### config.mk
export PLATFORM = sky130hd
export DESIGN_NAME = baud_tick_gen_flat
export DESIGN_NICKNAME = d
export VERILOG_FILES = /design/src/rtl/baud_tick_if.sv /design/src/rtl/baud_tick_gen.sv /design/src/flat_wrapper.sv
export SDC_FILE = /design/constraint.sdc
export NUM_CORES = 1
export LEC_CHECK = 0
export ABC_AREA = 0
export BUFFER_PORTS_ARGS = -buffer_cell sky130_fd_sc_hd__buf_4
export CAP_MARGIN = 20
export CORE_ASPECT_RATIO = 1.4
export CORE_MARGIN = 1
export CORE_UTILIZATION = 50
export CTS_CLUSTER_DIAMETER = 30
export CTS_CLUSTER_SIZE = 12
export DETAILED_ROUTE_END_ITERATION = 10
export PLACE_DENSITY_LB_ADDON = 0.15
export SETUP_SLACK_MARGIN = 0.15
export SLEW_MARGIN = 15
export SYNTH_ARGS = -nofsm -noshare
export SYNTH_HDL_FRONTEND = slang
export SYNTH_SLANG_ARGS = --single-unit
### constraint.sdc
create_clock -name clk -period 6.3 [get_ports clk]
set_input_delay 0.63 -clock clk [delete_from_list [all_inputs] [get_ports clk]]
set_output_delay 0.63 -clock clk [all_outputs]
set_load 0.01 [all_outputs]
### src/rtl/baud_tick_if.sv
// Port bundle for baud_tick_gen: rate controls in, tick pulses and debug state out.
// Signalling: no valid/ready handshake is involved. Every input is sampled on each
// rising clk edge. Every tick output is a registered pulse that is high for exactly
// one cycle per event. dbg_acc and dbg_os_cnt mirror the internal phase and
// oversample-count registers so that checkers can bind to them.
interface baud_tick_if #(
    parameter int ACC_W = 24,
    parameter int CNT_W = 4
);
    logic             en;
    logic [3:0]       baud_sel;
    logic [ACC_W-1:0] cfg_inc;
    logic             resync;
    logic             os_tick;
    logic             bit_tick;
    logic             mid_tick;
    logic             sel_err;
    logic [ACC_W-1:0] dbg_acc;
    logic [CNT_W-1:0] dbg_os_cnt;

    modport master (
        output en, baud_sel, cfg_inc, resync,
        input  os_tick, bit_tick, mid_tick, sel_err, dbg_acc, dbg_os_cnt
    );

    modport slave (
        input  en, baud_sel, cfg_inc, resync,
        output os_tick, bit_tick, mid_tick, sel_err, dbg_acc, dbg_os_cnt
    );
endinterface

### src/rtl/baud_tick_gen.sv
// Phase-accumulator baud tick generator. A table of phase increments is built at
// elaboration from CLK_FREQ and OVERSAMPLE. The carry out of the accumulator gives
// the oversample tick. A small counter derives the bit-boundary and bit-centre ticks.
module baud_tick_gen #(
    parameter int CLK_FREQ   = 50_000_000,
    parameter int OVERSAMPLE = 16,
    parameter int ACC_W      = 24
) (
    input logic        clk,
    input logic        rst,
    baud_tick_if.slave bus
);

    localparam int               CNT_W      = $clog2(OVERSAMPLE);
    localparam logic [3:0]       SEL_CUSTOM = 4'd13;
    localparam logic [3:0]       SEL_LAST   = 4'd12;
    localparam logic [CNT_W-1:0] CNT_LAST   = CNT_W'(OVERSAMPLE - 1);
    localparam logic [CNT_W-1:0] CNT_MID    = CNT_W'(OVERSAMPLE / 2 - 1);

    // Rounded increment for table entry k. 64-bit math keeps the full product.
    // Entries 13..15 are not table rates and return 0.
    function automatic logic [63:0] table_inc(input int k);
        logic [63:0] baud;
        case (k)
            0:       baud = 64'd1200;
            1:       baud = 64'd2400;
            2:       baud = 64'd4800;
            3:       baud = 64'd9600;
            4:       baud = 64'd19200;
            5:       baud = 64'd28800;
            6:       baud = 64'd38400;
            7:       baud = 64'd57600;
            8:       baud = 64'd76800;
            9:       baud = 64'd115200;
            10:      baud = 64'd230400;
            11:      baud = 64'd460800;
            12:      baud = 64'd921600;
            default: baud = 64'd0;
        endcase
        table_inc = (baud * 64'(OVERSAMPLE) * (64'd1 << ACC_W) + 64'(CLK_FREQ / 2))
                    / 64'(CLK_FREQ);
    endfunction

    localparam logic [63:0] INC_TAB [16] = '{
        table_inc(0),  table_inc(1),  table_inc(2),  table_inc(3),
        table_inc(4),  table_inc(5),  table_inc(6),  table_inc(7),
        table_inc(8),  table_inc(9),  table_inc(10), table_inc(11),
        table_inc(12), table_inc(13), table_inc(14), table_inc(15)
    };

    logic [3:0]       sel_q,      sel_d;
    logic [ACC_W-1:0] acc_q,      acc_d;
    logic [CNT_W-1:0] os_cnt_q,   os_cnt_d;
    logic             os_tick_q,  os_tick_d;
    logic             bit_tick_q, bit_tick_d;
    logic             mid_tick_q, mid_tick_d;
    logic             sel_err_q,  sel_err_d;

    logic [ACC_W-1:0] inc_sel;
    logic             sel_valid;
    logic [ACC_W:0]   sum;
    logic             restart;

    // Increment and validity for the registered selection. A table rate is invalid
    // when its increment does not fit ACC_W bits. A custom rate is invalid when it is zero.
    always_comb begin
        inc_sel   = INC_TAB[sel_q][ACC_W-1:0];
        sel_valid = (sel_q <= SEL_LAST) && ((INC_TAB[sel_q] >> ACC_W) == 64'd0);
        if (sel_q == SEL_CUSTOM) begin
            inc_sel   = bus.cfg_inc;
            sel_valid = |bus.cfg_inc;
        end
    end

    assign sum     = {1'b0, acc_q} + {1'b0, inc_sel};
    // A new rate selection restarts the bit timing exactly as an explicit resync does.
    assign restart = bus.resync | (bus.baud_sel != sel_q);

    // Next state: restart or error clears the phase, an enabled valid add advances it,
    // anything else holds. Ticks default low, so gaps and restarts never emit a pulse.
    always_comb begin
        acc_d      = acc_q;
        os_cnt_d   = os_cnt_q;
        os_tick_d  = 1'b0;
        bit_tick_d = 1'b0;
        mid_tick_d = 1'b0;
        sel_d      = bus.baud_sel;
        sel_err_d  = ~sel_valid;
        if (restart || sel_err_q) begin
            acc_d    = '0;
            os_cnt_d = '0;
        end else if (bus.en && sel_valid) begin
            acc_d = sum[ACC_W-1:0];
            if (sum[ACC_W]) begin
                os_tick_d  = 1'b1;
                bit_tick_d = (os_cnt_q == CNT_LAST);
                mid_tick_d = (os_cnt_q == CNT_MID);
                os_cnt_d   = (os_cnt_q == CNT_LAST) ? '0 : os_cnt_q + 1'b1;
            end
        end
    end

    // State registers. Reset captures the live selection so release causes no restart.
    always_ff @(posedge clk) begin
        if (rst) begin
            sel_q      <= bus.baud_sel;
            acc_q      <= '0;
            os_cnt_q   <= '0;
            os_tick_q  <= 1'b0;
            bit_tick_q <= 1'b0;
            mid_tick_q <= 1'b0;
            sel_err_q  <= 1'b0;
        end else begin
            sel_q      <= sel_d;
            acc_q      <= acc_d;
            os_cnt_q   <= os_cnt_d;
            os_tick_q  <= os_tick_d;
            bit_tick_q <= bit_tick_d;
            mid_tick_q <= mid_tick_d;
            sel_err_q  <= sel_err_d;
        end
    end

    assign bus.os_tick    = os_tick_q;
    assign bus.bit_tick   = bit_tick_q;
    assign bus.mid_tick   = mid_tick_q;
    assign bus.sel_err    = sel_err_q;
    assign bus.dbg_acc    = acc_q;
    assign bus.dbg_os_cnt = os_cnt_q;

endmodule

### src/flat_wrapper.sv
// flat-port wrapper written by rule: the top's interface ports become plain ports
module baud_tick_gen_flat 
#(
    parameter int CLK_FREQ   = 50_000_000,
    parameter int OVERSAMPLE = 16,
    parameter int ACC_W      = 24
)
  (clk, rst, bus_en, bus_baud_sel, bus_cfg_inc, bus_resync, bus_os_tick, bus_bit_tick, bus_mid_tick, bus_sel_err, bus_dbg_acc, bus_dbg_os_cnt);
  baud_tick_if #(.ACC_W(ACC_W), .CNT_W(4)) bus_i ();
  input logic clk;
  input logic rst;
  input wire logic [$bits(bus_i.en)-1:0] bus_en;
  input wire logic [$bits(bus_i.baud_sel)-1:0] bus_baud_sel;
  input wire logic [$bits(bus_i.cfg_inc)-1:0] bus_cfg_inc;
  input wire logic [$bits(bus_i.resync)-1:0] bus_resync;
  output wire logic [$bits(bus_i.os_tick)-1:0] bus_os_tick;
  output wire logic [$bits(bus_i.bit_tick)-1:0] bus_bit_tick;
  output wire logic [$bits(bus_i.mid_tick)-1:0] bus_mid_tick;
  output wire logic [$bits(bus_i.sel_err)-1:0] bus_sel_err;
  output wire logic [$bits(bus_i.dbg_acc)-1:0] bus_dbg_acc;
  output wire logic [$bits(bus_i.dbg_os_cnt)-1:0] bus_dbg_os_cnt;
  assign bus_i.en = bus_en;
  assign bus_i.baud_sel = bus_baud_sel;
  assign bus_i.cfg_inc = bus_cfg_inc;
  assign bus_i.resync = bus_resync;
  assign bus_os_tick = bus_i.os_tick;
  assign bus_bit_tick = bus_i.bit_tick;
  assign bus_mid_tick = bus_i.mid_tick;
  assign bus_sel_err = bus_i.sel_err;
  assign bus_dbg_acc = bus_i.dbg_acc;
  assign bus_dbg_os_cnt = bus_i.dbg_os_cnt;
  baud_tick_gen #(.CLK_FREQ(CLK_FREQ), .OVERSAMPLE(OVERSAMPLE), .ACC_W(ACC_W)) u_core (.clk(clk), .rst(rst), .bus(bus_i));
endmodule
# Yosys cells after proc, flatten, opt, wreduce, memory -nomap -nowiden
# Memories as Yosys holds them, arrays and structs flattened.
# Index checks and enable logic that the tools add are counted.
[word_totals]
register_bits = 36
latchBits = 0
ram_bits = 0
romBits = 1024
output_inout_bits = 32
wordCells = 36
memories = 1
[memory_table]
columns = ["memory", "depth", "word_bits", "read_ports", "rd_clocked_by_memory_dff", "wr", "line", "text"]
rows = [
  ["(name not given)", 16, 64, 1, 0, 0, "baud_tick_gen.sv:67", "inc_sel = INC_TAB[sel_q][ACC_W-1:0];"],
]
[op_classes]
add_sub_neg = 2
n_mul = 0
n_div = 0
order_cmp = 2
n_eq_ne = 4
shift = 0
mux = 6
bitwise = 5
n_reduce_logical = 9
[ops]
columns = ["cell", "count"]
rows = [
  ["64-bit two-way mux", 2],
  ["64-bit zero test", 1],
  ["24-bit by 24-bit adder with 25-bit output", 1],
  ["24-bit two-way mux", 1],
  ["24-bit OR reduction", 1],
  ["4-bit equality test (second input constant)", 2],
  ["5-bit greater-or-equal comparator (second input constant)", 1],
  ["4-bit NOT with 5-bit output", 1],
  ["4-bit by 1-bit adder with 4-bit output (second input constant)", 1],
  ["4-bit by 3-bit equality test with 1-bit output (second input constant)", 1],
  ["4-bit <= comparator (second input constant)", 1],
  ["4-bit two-way mux", 1],
  ["4-bit inequality test", 1],
  ["4-bit OR reduction", 1],
  ["1-bit NOT", 3],
  ["3-bit OR reduction", 1],
  ["1-bit logical AND", 2],
  ["1-bit two-way mux", 2],
  ["2-bit AND reduction", 1],
  ["2-bit OR reduction", 1],
  ["1-bit logical OR", 1],
  ["1-bit bitwise OR", 1],
]

# Depth between registers and ports, before layout
[depth]
word_depth = 10
mapped_depth = 22

# Least setup slack after synthesis
# OpenSTA, ideal clock, no wires.
[synth_path]
path_type = "register to register"
startpoint = "register u_core.sel_q[0]"
endpoint = "register u_core.os_cnt_q[2], in the netlist u_core.bus.dbg_os_cnt[2]"
setup_time_ns = 0.128
arrival_ns = 3.788
setup_slack_ns = 2.384
stages_incl_launch_ff = 20
path_buffers = 2
cell_sequence = "dfxtp_1 clkbuf_1 inv_1 ha_1 clkbuf_1 nor3_1 a21oi_1 nor2_1 a21oi_1 ha_1 a21o_1 or3_1 o21ba_2 a31o_4 a41oi_4 a21oi_2 o311ai_4 nor2_1 xnor2_1 nor2_1"
[synth_between]
elab_chain_cells = 9
elab_cells_between_ends = 17
classes_between = "add/sub: 1; order compare: 1; eq/ne: 2; mux: 4; bitwise: 2; reduce/logical: 6; memory: 1"
[synth_lines]
columns = ["element", "line", "text"]
rows = [
  ["start, declared", "baud_tick_gen.sv:51", "logic [3:0] sel_q, sel_d;"],
  ["start signal, assigned", "baud_tick_gen.sv:106", "sel_q <= bus.baud_sel;"],
  ["start signal, assigned", "baud_tick_gen.sv:114", "sel_q <= sel_d;"],
  ["branches (longest 9 deep; another with memory read 16 x 64 bit)", "--", ""],
  ["end signal, assigned", "baud_tick_gen.sv:116", "os_cnt_q <= os_cnt_d;"],
  ["end, declared", "baud_tick_gen.sv:53", "logic [CNT_W-1:0] os_cnt_q, os_cnt_d;"],
]
# Several ways; the timed one is not identified. The select of a mux whose other input is x is not followed.
# A chain may end at the register's enable or synchronous reset.

# Final worst setup path
# Same ends and word-level chain as after synthesis.

==> results by group <==
Route
  • DR pass1 iterations: 4
  • Drt wl/cell: 15.34 um
  • Vias per inst: 5.832
  • Post-route ant nets: 0
  • Via count: 3231
  • Initial drt markers: 164
  • DR DRC count: 0
  • WL final: 8.499 mm

Synth
  • Post-synthesis async set-or-reset flop share: 0
  • Synth Instances: 427
  • Post-synth cell types: 47
  • Cell area after synthesis: 3174 um^2
  • Sequential area share after synthesis: 0.2270
  • Syn_area_per_cell: 7.434 um^2
  • EDFF count, synth: 0
  • Yosys warns: 0
  • Post-synth net total: 493
  • Ys flop type: dfxtp_1
  • Flop and latch count out of synthesis: 36

GRT
  • Global-route wire length before repair: 13.84 mm
  • Number of global-route vias before repair: 2970
  • GRT Residual Overflow: 0
  • M3 GR Usage: 0.03979
  • Initial antenna violation count: 0
  • Largest net degree at the start of global routing: 38
  • Total GRT Usage: 0.2597
  • Met2 Use GR: 0.4757
  • Met1 Resource Use GR: 0.3058
  • GRT busiest layer: met2

Worst hold path
  • Hold Crit Class: in -> reg

Critical path
  • Crit path largest cell delay: 0.64 ns
  • Worst-path cell chain: ha_1 -> inv_1 -> nor2_1 -> buf_4 -> a22oi_1 -> a21oi_1 -> ha_1 -> a21o_1 -> or3_1 -> o21ba_2 -> a31o_4 -> a41oi_4 -> a21oi_2 -> o311ai_4 -> nor2_1 -> xnor2_1 -> nor2_1
  • Worst path most repeated cell: nor2_1
  • Slowest library cell on the worst path: ha_1
  • CP arrival: 4.77 ns
  • Crit. End Element: register
  • Crit Path Category: reg -> reg
  • CP required: 6.49 ns
  • Dominant delay contributor by cell family on the critical path: compound AO/OA/AOI/OAI gates
  • CP max FO: 18
  • Startpoint types: register
  • CP Buf/Inv Count: 2

Final layout
  • Layout net count: 547
  • Fraction of layout instances using a drive strength above 1: 0.1784
  • Filler instances: 609
  • Area growth, synth to finish: 19.20%
  • Final Instance Area: 3784 um^2
  • Ant diodes: 0
  • Commonest non-fill, non-tap cells in the layout: buf_4, nor2_1, a21oi_1, nand2_1, dfxtp_1
  • Most common cell after layout, fill and taps aside: buf_4

Timing
  • Worst Max-Slew Pin Slew: 0.7091 ns
  • Crit path time final: 4.582 ns
  • Fin. Hold Viols: 0
  • Setup Viol. Count Final: 0
  • Setup Skew: 0.006095 ns
  • Post-route clock period utilization: 0.7274
  • RSZ-0062 raised after global routing: no
  • Final setup TNS: 0 ns
  • WHS: 0.4436 ns
  • Fmax: 0.2182 GHz
  • Worst slew margin: 0.5266
  • Slew Limit Fails: 0

Floorplanning
  • Initial Util: 0.5146
  • Core ar.: 6168 um^2
  • Die width: 69.34 um
  • Die H: 96.28 um
  • Core Rows: 34
  • Ports: 64
  • Die Footprint: 6676 um^2

Clocking
  • Clk slew on worst S/H paths: 0.08 ns
  • CTS tree: yes
  • CTS H-tree lvls: 2
  • Root buf cell: clkbuf_8
  • Post-CTS Resized: 0
  • Postcts setup bufs: 0
  • Clk Latency, worst-skew pair: 0.30 ns
  • Total CTS buffers: 5
  • Clock Path Buffers: 2
  • CTS Sinks: 36
  • # hold bufs at CTS: 0

Run status
  • Status: finished, final reports clean

Power
  • Net Sw Power: 0.1819 mW
  • Switching Fraction: 0.3301
  • IR drop worst, VDD: 0.08748 mV
  • Internal power: 0.3691 mW
  • Register share of total power: 0.425
  • Power density cells: 145.6 nW/um^2
  • Comb pwr share: 0.261
  • Clk network pwr share: 0.314
  • Leak pwr: 1.723 nW

Placement
  • # port buffers: 63
  • Hpwl dp: 6.752 mm
  • Dpl cell area: 3696 um^2
  • Placer Congestion: 0.9460

Run
  • MaxCap Viol Count: 0
-- metrics by stage --
step	setup WS [ns]	util	total power, mW	std cells
floorplan	2.384	-	0.3380	427
global placement	1.919	0.5992	0.3815	546
detailed placement	1.784	0.5992	0.3822	546
CTS	1.758	0.6134	0.5550	554
global route	1.291	0.6134	0.5796	554
finish	1.718	0.6134	0.5509	554
-- kinds of logic after synthesis --
group	after synthesis	share of synthesized area
simple gates	157	0.2282
compound gates	121	0.2432
buf+inv	38	0.04493
flops	36	0.2270
fa+ha+maj	34	0.1364
xor+xnor	23	0.06346
mux	18	0.05676
-- path summary, 6_finish.rpt --
kind / cells after the start / slack [ns] / endpoint / start
worst max-delay path: 17 / 1.72 / u_core.bus.dbg_os_cnt[2]$_SDFFE_PP0P_ / u_core.sel_q[0]$_DFF_P_
worst min-delay path: 1 / 0.44 / u_core.sel_q[2]$_DFF_P_ / bus_baud_sel[2]
worst max register to register: 17 / 1.72 / u_core.bus.dbg_os_cnt[2]$_SDFFE_PP0P_ / u_core.sel_q[0]$_DFF_P_
worst min register to register: 2 / 0.49 / u_core.bus.dbg_acc[23]$_SDFFE_PP0P_ / u_core.bus.dbg_acc[23]$_SDFFE_PP0P_
-- Yosys cell counts (2+ instances only) --
| library cell | instances | area, um^2 |
|---|---|---|
| a211oi_1 | 5 | 37.54 |
| a21o_1 | 9 | 67.56 |
| a21oi_1 | 57 | 285.3 |
| a31oi_1 | 4 | 25.02 |
| and2_1 | 2 | 12.51 |
| and3_1 | 3 | 18.77 |
| buf_1 | 4 | 15.01 |
| clkbuf_1 | 17 | 63.81 |
| dfxtp_1 | 36 | 720.7 |
| ha_1 | 33 | 412.9 |
| inv_1 | 16 | 60.06 |
| mux2i_1 | 18 | 180.2 |
| nand2_1 | 37 | 138.9 |
| nand2b_1 | 8 | 50.05 |
| nand3_1 | 13 | 65.06 |
| nand3b_1 | 3 | 22.52 |
| nand4_1 | 5 | 31.28 |
| nor2_1 | 58 | 217.7 |
| nor2b_1 | 4 | 25.02 |
| nor3_1 | 10 | 50.05 |
| nor4_1 | 7 | 43.79 |
| o211ai_1 | 4 | 30.03 |
| o21a_1 | 4 | 30.03 |
| o21ai_0 | 18 | 90.09 |
| o221ai_1 | 2 | 17.52 |
| o22ai_1 | 4 | 25.02 |
| o311ai_0 | 2 | 17.52 |
| or2_2 | 3 | 18.77 |
| or3_1 | 2 | 12.51 |
| xnor2_1 | 18 | 157.7 |
| xor2_1 | 5 | 43.79 |
-- sequential cells by signal, indices dropped and copies added, names as in the netlist --
| register | cells |
|---|---|
| u_core.sel_q | 4 |
| u_core.bus.os_tick | 1 |
| u_core.bus.dbg_acc | 24 |
| u_core.bus.bit_tick | 1 |
| u_core.bus.sel_err | 1 |
| u_core.bus.dbg_os_cnt | 4 |
| u_core.bus.mid_tick | 1 |
-- power groups by stage --
stage / clock [mW] / combinational [mW] / sequential, mW
2_1_floorplan: 0 / 0.101 / 0.237
3_3_place_gp: 0 / 0.142 / 0.239
3_5_place_dp: 0 / 0.143 / 0.240
4_1_cts: 0.177 / 0.143 / 0.234
5_1_grt: 0.187 / 0.158 / 0.235
6_report: 0.173 / 0.144 / 0.234
-- area by class of cell --
class | count | area [um^2] | share of cell area
Clock buffer | 5 | 68.82 | 0.01819
Inverter | 17 | 63.81 | 0.01687
Multi-Input combinational cell | 353 | 2311 | 0.6108
Timing Repair Buffer | 68 | 510.5 | 0.1349
Tap cell | 72 | 90.09 | 0.02381
Sequential cell | 36 | 720.7 | 0.1905
Clock inverter | 3 | 18.77 | 0.004960
-- per-layer routing --
metal,wire length (um),vias to the layer above
li1,-,1641
met1,3568,1487
met2,4373,87
met3,334,16
met4,224,0
met5,0,-
-- worst register-to-register path: cells and delay by family, from the launching register on --
kind	cells	cell delay (ns)
AND/OR/NAND/NOR	4	0.62
buffers and inverters	2	0.47
AO/OA/AOI/OAI	8	1.72
adder cells (fa/ha/maj)	2	0.95
flip-flops	1	0.59
XOR/XNOR	1	0.14
No activity file was read; power rests on OpenSTA's default activity.
